$ cat src/rtl/ex_pkg.sv
// Shared definitions for the execute stage: ALU opcodes, FSM encoding and EX/MEM layout.
package ex_pkg;

  localparam logic [3:0] ALU_ADD = 4'b0010;
  localparam logic [3:0] ALU_SUB = 4'b0110;
  localparam logic [3:0] ALU_AND = 4'b0000;
  localparam logic [3:0] ALU_OR  = 4'b0001;
  localparam logic [3:0] ALU_MUL = 4'b1111;

  typedef enum logic {
    IDLE = 1'b0,
    BUSY = 1'b1
  } ex_state_e;

  typedef struct packed {
    logic [31:0] alu_result;
    logic [31:0] store_data;
    logic [4:0]  rd_addr;
    logic [1:0]  mem;
    logic        wb;
  } exmem_t;

  // A bubble is an all-zero EX/MEM entry: no register write, no memory access.
  localparam exmem_t EXMEM_BUBBLE = '0;

endpackage

$ cat src/rtl/ex_mul_iter.sv
// Iterative multiplier retiring K multiplier bits per cycle; product is the low 32 bits.
module ex_mul_iter
  import ex_pkg::*;
#(
  parameter int K = 1
) (
  input  logic        clk_i,
  input  logic        rst_i,
  input  logic        start,
  input  logic [31:0] a,
  input  logic [31:0] b,
  input  logic        busy,
  output logic        last,
  output logic [31:0] product
);

  localparam int N  = 32 / K;
  localparam int CW = $clog2(N);

  logic [31:0]   mcand;
  logic [31:0]   mplier;
  logic [31:0]   partial;
  logic [31:0]   step;
  logic [CW-1:0] count;

  // The multiplicand is pre-shifted by K each iteration, which equals shifting
  // each partial term by K*count.
  always_comb begin
    step = mcand * {{(32-K){1'b0}}, mplier[K-1:0]};
  end

  assign product = partial + step;
  assign last    = busy && (count == CW'(N - 1));

  always_ff @(posedge clk_i) begin
    if (!rst_i) begin
      mcand   <= '0;
      mplier  <= '0;
      partial <= '0;
      count   <= '0;
    end else if (start) begin
      mcand   <= a;
      mplier  <= b;
      partial <= '0;
      count   <= '0;
    end else if (busy) begin
      mcand   <= mcand << K;
      mplier  <= mplier >> K;
      partial <= product;
      count   <= count + CW'(1);
    end
  end

endmodule

$ cat src/rtl/ex_stage.sv
// Execute stage: single-cycle ALU ops, iterative mul with pipeline stall, EX/MEM register.
// Optional: define EX_STALL_CNT_EN to add the saturating stall-cycle counter mul_stall_cnt_o.
module ex_stage
  import ex_pkg::*;
#(
  parameter int MUL_BITS_PER_CYCLE = 1
) (
  input  logic        clk_i,
  input  logic        rst_i,
  input  logic [31:0] val1_i,
  input  logic [31:0] val2_i,
  input  logic [31:0] store_data_i,
  input  logic [3:0]  alu_ctrl_i,
  input  logic [4:0]  rd_addr_i,
  input  logic [1:0]  mem_i,
  input  logic        wb_i,
  output logic        stall_o,
  output logic [31:0] alu_result_o,
  output logic [31:0] store_data_o,
  output logic [4:0]  rd_addr_o,
  output logic [1:0]  mem_o,
  output logic        wb_o
`ifdef EX_STALL_CNT_EN
  ,
  output logic [31:0] mul_stall_cnt_o
`endif
);

  ex_state_e   state, state_next;
  logic        is_mul;
  logic        mul_start;
  logic        mul_last;
  logic [31:0] mul_product;
  logic [31:0] alu_res;
  exmem_t      exmem_next, exmem_q;

  assign is_mul = (alu_ctrl_i == ALU_MUL);

  always_ff @(posedge clk_i) begin
    if (!rst_i) state <= IDLE;
    else        state <= state_next;
  end

  always_comb begin
    state_next = state;
    case (state)
      IDLE: if (is_mul)   state_next = BUSY;
      BUSY: if (mul_last) state_next = IDLE;
      default:            state_next = IDLE;
    endcase
  end

  // Stall covers the presentation cycle and every BUSY cycle except the last.
  always_comb begin
    mul_start = 1'b0;
    stall_o   = 1'b0;
    case (state)
      IDLE: begin
        mul_start = is_mul;
        stall_o   = is_mul && rst_i;
      end
      BUSY:    stall_o = !mul_last && rst_i;
      default: stall_o = 1'b0;
    endcase
  end

  ex_mul_iter #(
    .K(MUL_BITS_PER_CYCLE)
  ) u_mul (
    .clk_i  (clk_i),
    .rst_i  (rst_i),
    .start  (mul_start),
    .a      (val1_i),
    .b      (val2_i),
    .busy   (state == BUSY),
    .last   (mul_last),
    .product(mul_product)
  );

  always_comb begin
    case (alu_ctrl_i)
      ALU_ADD: alu_res = val1_i + val2_i;
      ALU_SUB: alu_res = val1_i - val2_i;
      ALU_AND: alu_res = val1_i & val2_i;
      ALU_OR:  alu_res = val1_i | val2_i;
      default: alu_res = '0;
    endcase
  end

  always_comb begin
    exmem_next = '{alu_result: alu_res, store_data: store_data_i,
                   rd_addr: rd_addr_i, mem: mem_i, wb: wb_i};
    if (state == BUSY) begin
      if (mul_last) exmem_next.alu_result = mul_product;
      else          exmem_next = EXMEM_BUBBLE;
    end else if (is_mul) begin
      exmem_next = EXMEM_BUBBLE;
    end
  end

  always_ff @(posedge clk_i) begin
    if (!rst_i) exmem_q <= EXMEM_BUBBLE;
    else        exmem_q <= exmem_next;
  end

  assign alu_result_o = exmem_q.alu_result;
  assign store_data_o = exmem_q.store_data;
  assign rd_addr_o    = exmem_q.rd_addr;
  assign mem_o        = exmem_q.mem;
  assign wb_o         = exmem_q.wb;

`ifdef EX_STALL_CNT_EN
  always_ff @(posedge clk_i) begin
    if (!rst_i)                                  mul_stall_cnt_o <= '0;
    else if (stall_o && (mul_stall_cnt_o != '1)) mul_stall_cnt_o <= mul_stall_cnt_o + 32'd1;
  end
`endif

endmodule

$ cat config.mk
export PLATFORM = sky130hd
export DESIGN_NAME = ex_stage
export DESIGN_NICKNAME = d
export VERILOG_FILES = /design/src/rtl/ex_pkg.sv /design/src/rtl/ex_mul_iter.sv /design/src/rtl/ex_stage.sv
export SDC_FILE = /design/constraint.sdc
export NUM_CORES = 1
export LEC_CHECK = 0
export BUFFER_PORTS_ARGS = -buffer_cell sky130_fd_sc_hd__clkbuf_2
export CAP_MARGIN = 10
export CORE_ASPECT_RATIO = 0.7
export CORE_UTILIZATION = 45
export CTS_BUF_LIST = sky130_fd_sc_hd__clkbuf_4 sky130_fd_sc_hd__clkbuf_8
export DETAILED_ROUTE_END_ITERATION = 8
export PLACE_DENSITY = 0.67
export REMOVE_ABC_BUFFERS = 1
export SETUP_SLACK_MARGIN = 0.05
export SYNTH_ARGS = -nofsm -noshare
export SYNTH_HDL_FRONTEND = slang
export SYNTH_SLANG_ARGS = --single-unit
$ cat constraint.sdc
create_clock -name clk_i -period 13.6 [get_ports clk_i]
set_input_delay 2.72 -clock clk_i [delete_from_list [all_inputs] [get_ports clk_i]]
set_output_delay 2.72 -clock clk_i [all_outputs]
set_load 0.02 [all_outputs]
==> metrics.yaml <==
status:
  run_status: "complete, no violations"
sta:
  final_min_period_over_clock_period_pct: 52.8
  finalWorstPathRequiredPeriod_ns: 7.18
  timing.setup.tns_ns: 0
  final_setup_violation_count: 0
  worst_slew_pin_slew_ns: 0.908
  max_slew_margin_pct: 39.4
  final-hold-violation-count: 0
  grt_setup_unrepaired: "no"
  slew_viol_final: 0
  fin_skew_ns: 0.0214
  fmax_mhz: 139
layout:
  area_used_by_multi_input_combinational_logic_um2: 7110
  layout.cell_area.non_filler_um2: 12500
  fill_cells: 2317
  design.final.nets: 1737
  area_growth_pct: 13.9
  final_cell_mix: "211 x sky130_fd_sc_hd__a21oi_1, 193 x sky130_fd_sc_hd__nand2_1, 182 x sky130_fd_sc_hd__clkbuf_2"
  regArea_um2: 3490
  layout.cells.most_common: "sky130_fd_sc_hd__a21oi_1"
  fraction_of_layout_instances_using_a_drive_strength_above_1_pct: 15.5
clocking:
  post_cts.resized_instances: 0
  hold_buffers: 0
  clk_root_buffer_cell: "sky130_fd_sc_hd__clkbuf_8"
  maximum_clock_insertion_buffer_count: 2
  clk-insertion-delay-late_ns: 0.48
  tritoncts: "yes"
  clock_pin_slew_worst_setup_and_hold_paths_ns: 0.09
  post_cts_buffers: 0
  clock_buffers_created_by_tritoncts: 17
  cts_sinks: 174
  htree_num_levels: 4
worst_setup_path:
  worst_path_most_repeated_cell: "sky130_fd_sc_hd__clkbuf_2"
  r2r_slack_ns: 9.30
  r2r_end: "alu_result_o[31]"
  reg_to_reg_startpoint: "u_mul.mplier[0]"
  required_worst_endpoint_ns: 10.88
  reg2reg_depth: 13
  cp_cell_sequence: "clkbuf_2, and4_2, nor2_1, nor3_1, clkbuf_2"
  worst_setup_path_category: "input pin to output port"
  timing.critical_path.from_type: "input pin"
  end_kind: "output port"
  cpMaxStageDelayCell: "sky130_fd_sc_hd__clkbuf_2"
  critical_path_arrival_ns: 4.46
  crit_path_max_fanout: 36
  max_stage_delay_ns: 0.48
job:
  timing.max_cap.violations: 0
yosys:
  synth-seq-cells: 174
  netlist_instances: 1423
  synth-main-ff-cell: "sky130_fd_sc_hd__dfxtp_1"
  ys_seq_area_share_pct: 31.8
  yosys_warnings: 0
  synth.distinct_cells: 68
  syn_avg_cell_area_um2: 7.69
  async_reset_ff_share_pct: 0
  number_of_flops_mapped_to_enable_cells_by_yosys: 0
  mappedNetlistArea_um2: 10900
placement:
  detailed_place.area_um2: 12100
  globalplace.congestion: 0.982
  portBuffers: 182
  place.detailed.hpwl_mm: 24.2
drt:
  route.vias.total: 10500
  detailedRoute.firstPassIterationCount: 5
  drt_drc_violations_left: 0
  avgViaCountPerCell: 5.54
  drt_wl_total_mm: 32.4
  drt-initial-drc-count: 957
  ant_nets: 0
  avgRoutedWirePerCell_um: 17.1
floorplanning:
  ios: 183
  dieArea_um2: 25000
  die_w_um: 188
  initial_core_util_pct: 46.1
  die_height_um: 133
  floorplan.rows: 47
  placeableCoreArea_um2: 23800
power:
  max-vdd-ir-drop_v: 0.0000682
  static-leakage-power_nw: 5.38
  total_power_divided_by_cell_area_nw_per_um2: 91.6
min_path:
  whs_path_depth: 2
  whs_endpoint: "u_mul.mplier[31]"
  hold_path.class: "flop to flop"
  worstHoldStart: "u_mul.mplier[31]"
global_route:
  global_route_wire_length_before_repair_mm: 50.5
  first_global_vias: 9263
  grt_start_max_net_pins: 77
  grt.overflow.total: 0
  gr-usage-all-layers_pct: 25.5
  grt_antenna_before_repair: 2
cells in the mapped netlist, types with 17 or more instances:
| cell type | number | area (µm²) |
|---|---|---|
| sky130_fd_sc_hd__dfxtp_1 | 174 | 3480 |
| sky130_fd_sc_hd__nor2_1 | 165 | 619 |
| sky130_fd_sc_hd__and2_1 | 78 | 488 |
| sky130_fd_sc_hd__inv_1 | 24 | 90.1 |
| sky130_fd_sc_hd__nand2_1 | 193 | 724 |
| sky130_fd_sc_hd__maj3_1 | 31 | 310 |
| sky130_fd_sc_hd__a21o_1 | 27 | 203 |
| sky130_fd_sc_hd__a21oi_1 | 212 | 1060 |
| sky130_fd_sc_hd__o21ai_0 | 51 | 255 |
| sky130_fd_sc_hd__ha_1 | 67 | 838 |
| sky130_fd_sc_hd__a22oi_1 | 25 | 188 |
| sky130_fd_sc_hd__xnor2_1 | 46 | 403 |
| sky130_fd_sc_hd__clkbuf_1 | 64 | 240 |
| sky130_fd_sc_hd__xor2_1 | 39 | 342 |
| sky130_fd_sc_hd__nor3_1 | 17 | 85.1 |
| sky130_fd_sc_hd__mux2i_1 | 28 | 280 |
critical path: cells and delay by family:
family	cells	cell delay, ns
simple gates	3	1.05
buf+inv	2	0.67
where the power goes:
group	internal [mW]	switching, mW	total (mW)
combinational	0.0943	0.148	0.242
clock	0.147	0.220	0.367
sequential	0.525	0.00867	0.534
area by class of cell:
| cell class | instances | area share [%] |
|---|---|---|
| Antenna cell | 2 | 0.0401 |
| Clock buffer | 20 | 2.16 |
| Clock inverter | 12 | 0.973 |
| Inverter | 24 | 0.722 |
| Multi-Input combinational cell | 1148 | 57.0 |
| Sequential cell | 174 | 28.0 |
| Tap cell | 318 | 3.19 |
| Timing Repair Buffer | 193 | 7.97 |
sequential cells by signal (all words and copies together), names as in the netlist:
name           flops
u_mul.mplier      32
u_mul.mcand       32
store_data_o      32
wb_o               1
u_mul.count        5
mem_o              2
alu_result_o      32
state              1
rd_addr_o          5
u_mul.partial     32
through the flow:
step                      hold slack (ns)  power, mW  cells  worst slack, ns  utilization [%]
after floorplan                     0.435      0.701   1346             5.92                -
after global placement              0.450      0.785   1857             6.32             50.8
after detailed placement            0.456      0.783   1857             6.19             50.8
after CTS                           0.470       1.15   1889             6.45             52.5
after global routing                0.477       1.20   1891             6.28             52.5
final                               0.470       1.14   1891             6.42             52.5
worst max-delay path by stage:
stage,startpoint,to,cells past startpoint
floorplan,alu_ctrl_i[2],stall_o,3
global route,alu_ctrl_i[0],stall_o,5
global placement,alu_ctrl_i[0],alu_result_o[24],16
finish,alu_ctrl_i[0],stall_o,5
detailed placement,alu_ctrl_i[0],alu_result_o[24],16
CTS,alu_ctrl_i[0],stall_o,5
layer usage:
layer	share of wire, %	up-vias	GRT usage, %
met5	0	-	0
met4	2.0	0	7.66
met3	8.7	34	6.13
met2	40	442	35.4
met1	50	4761	38.3
li1	-	5242	-
cells by family after synthesis:
logic type | after synthesis | synth area share (%)
and+or+nand+nor | 532 | 22.5
AOI/OAI and AO/OA | 402 | 21.9
DFF | 174 | 31.8
buffers and inverters | 101 | 3.46
adders and majority gates | 100 | 10.9
xor gates and xnor gates | 86 | 6.95
muxes | 28 | 2.56
Power figures use the tool's default switching activity.
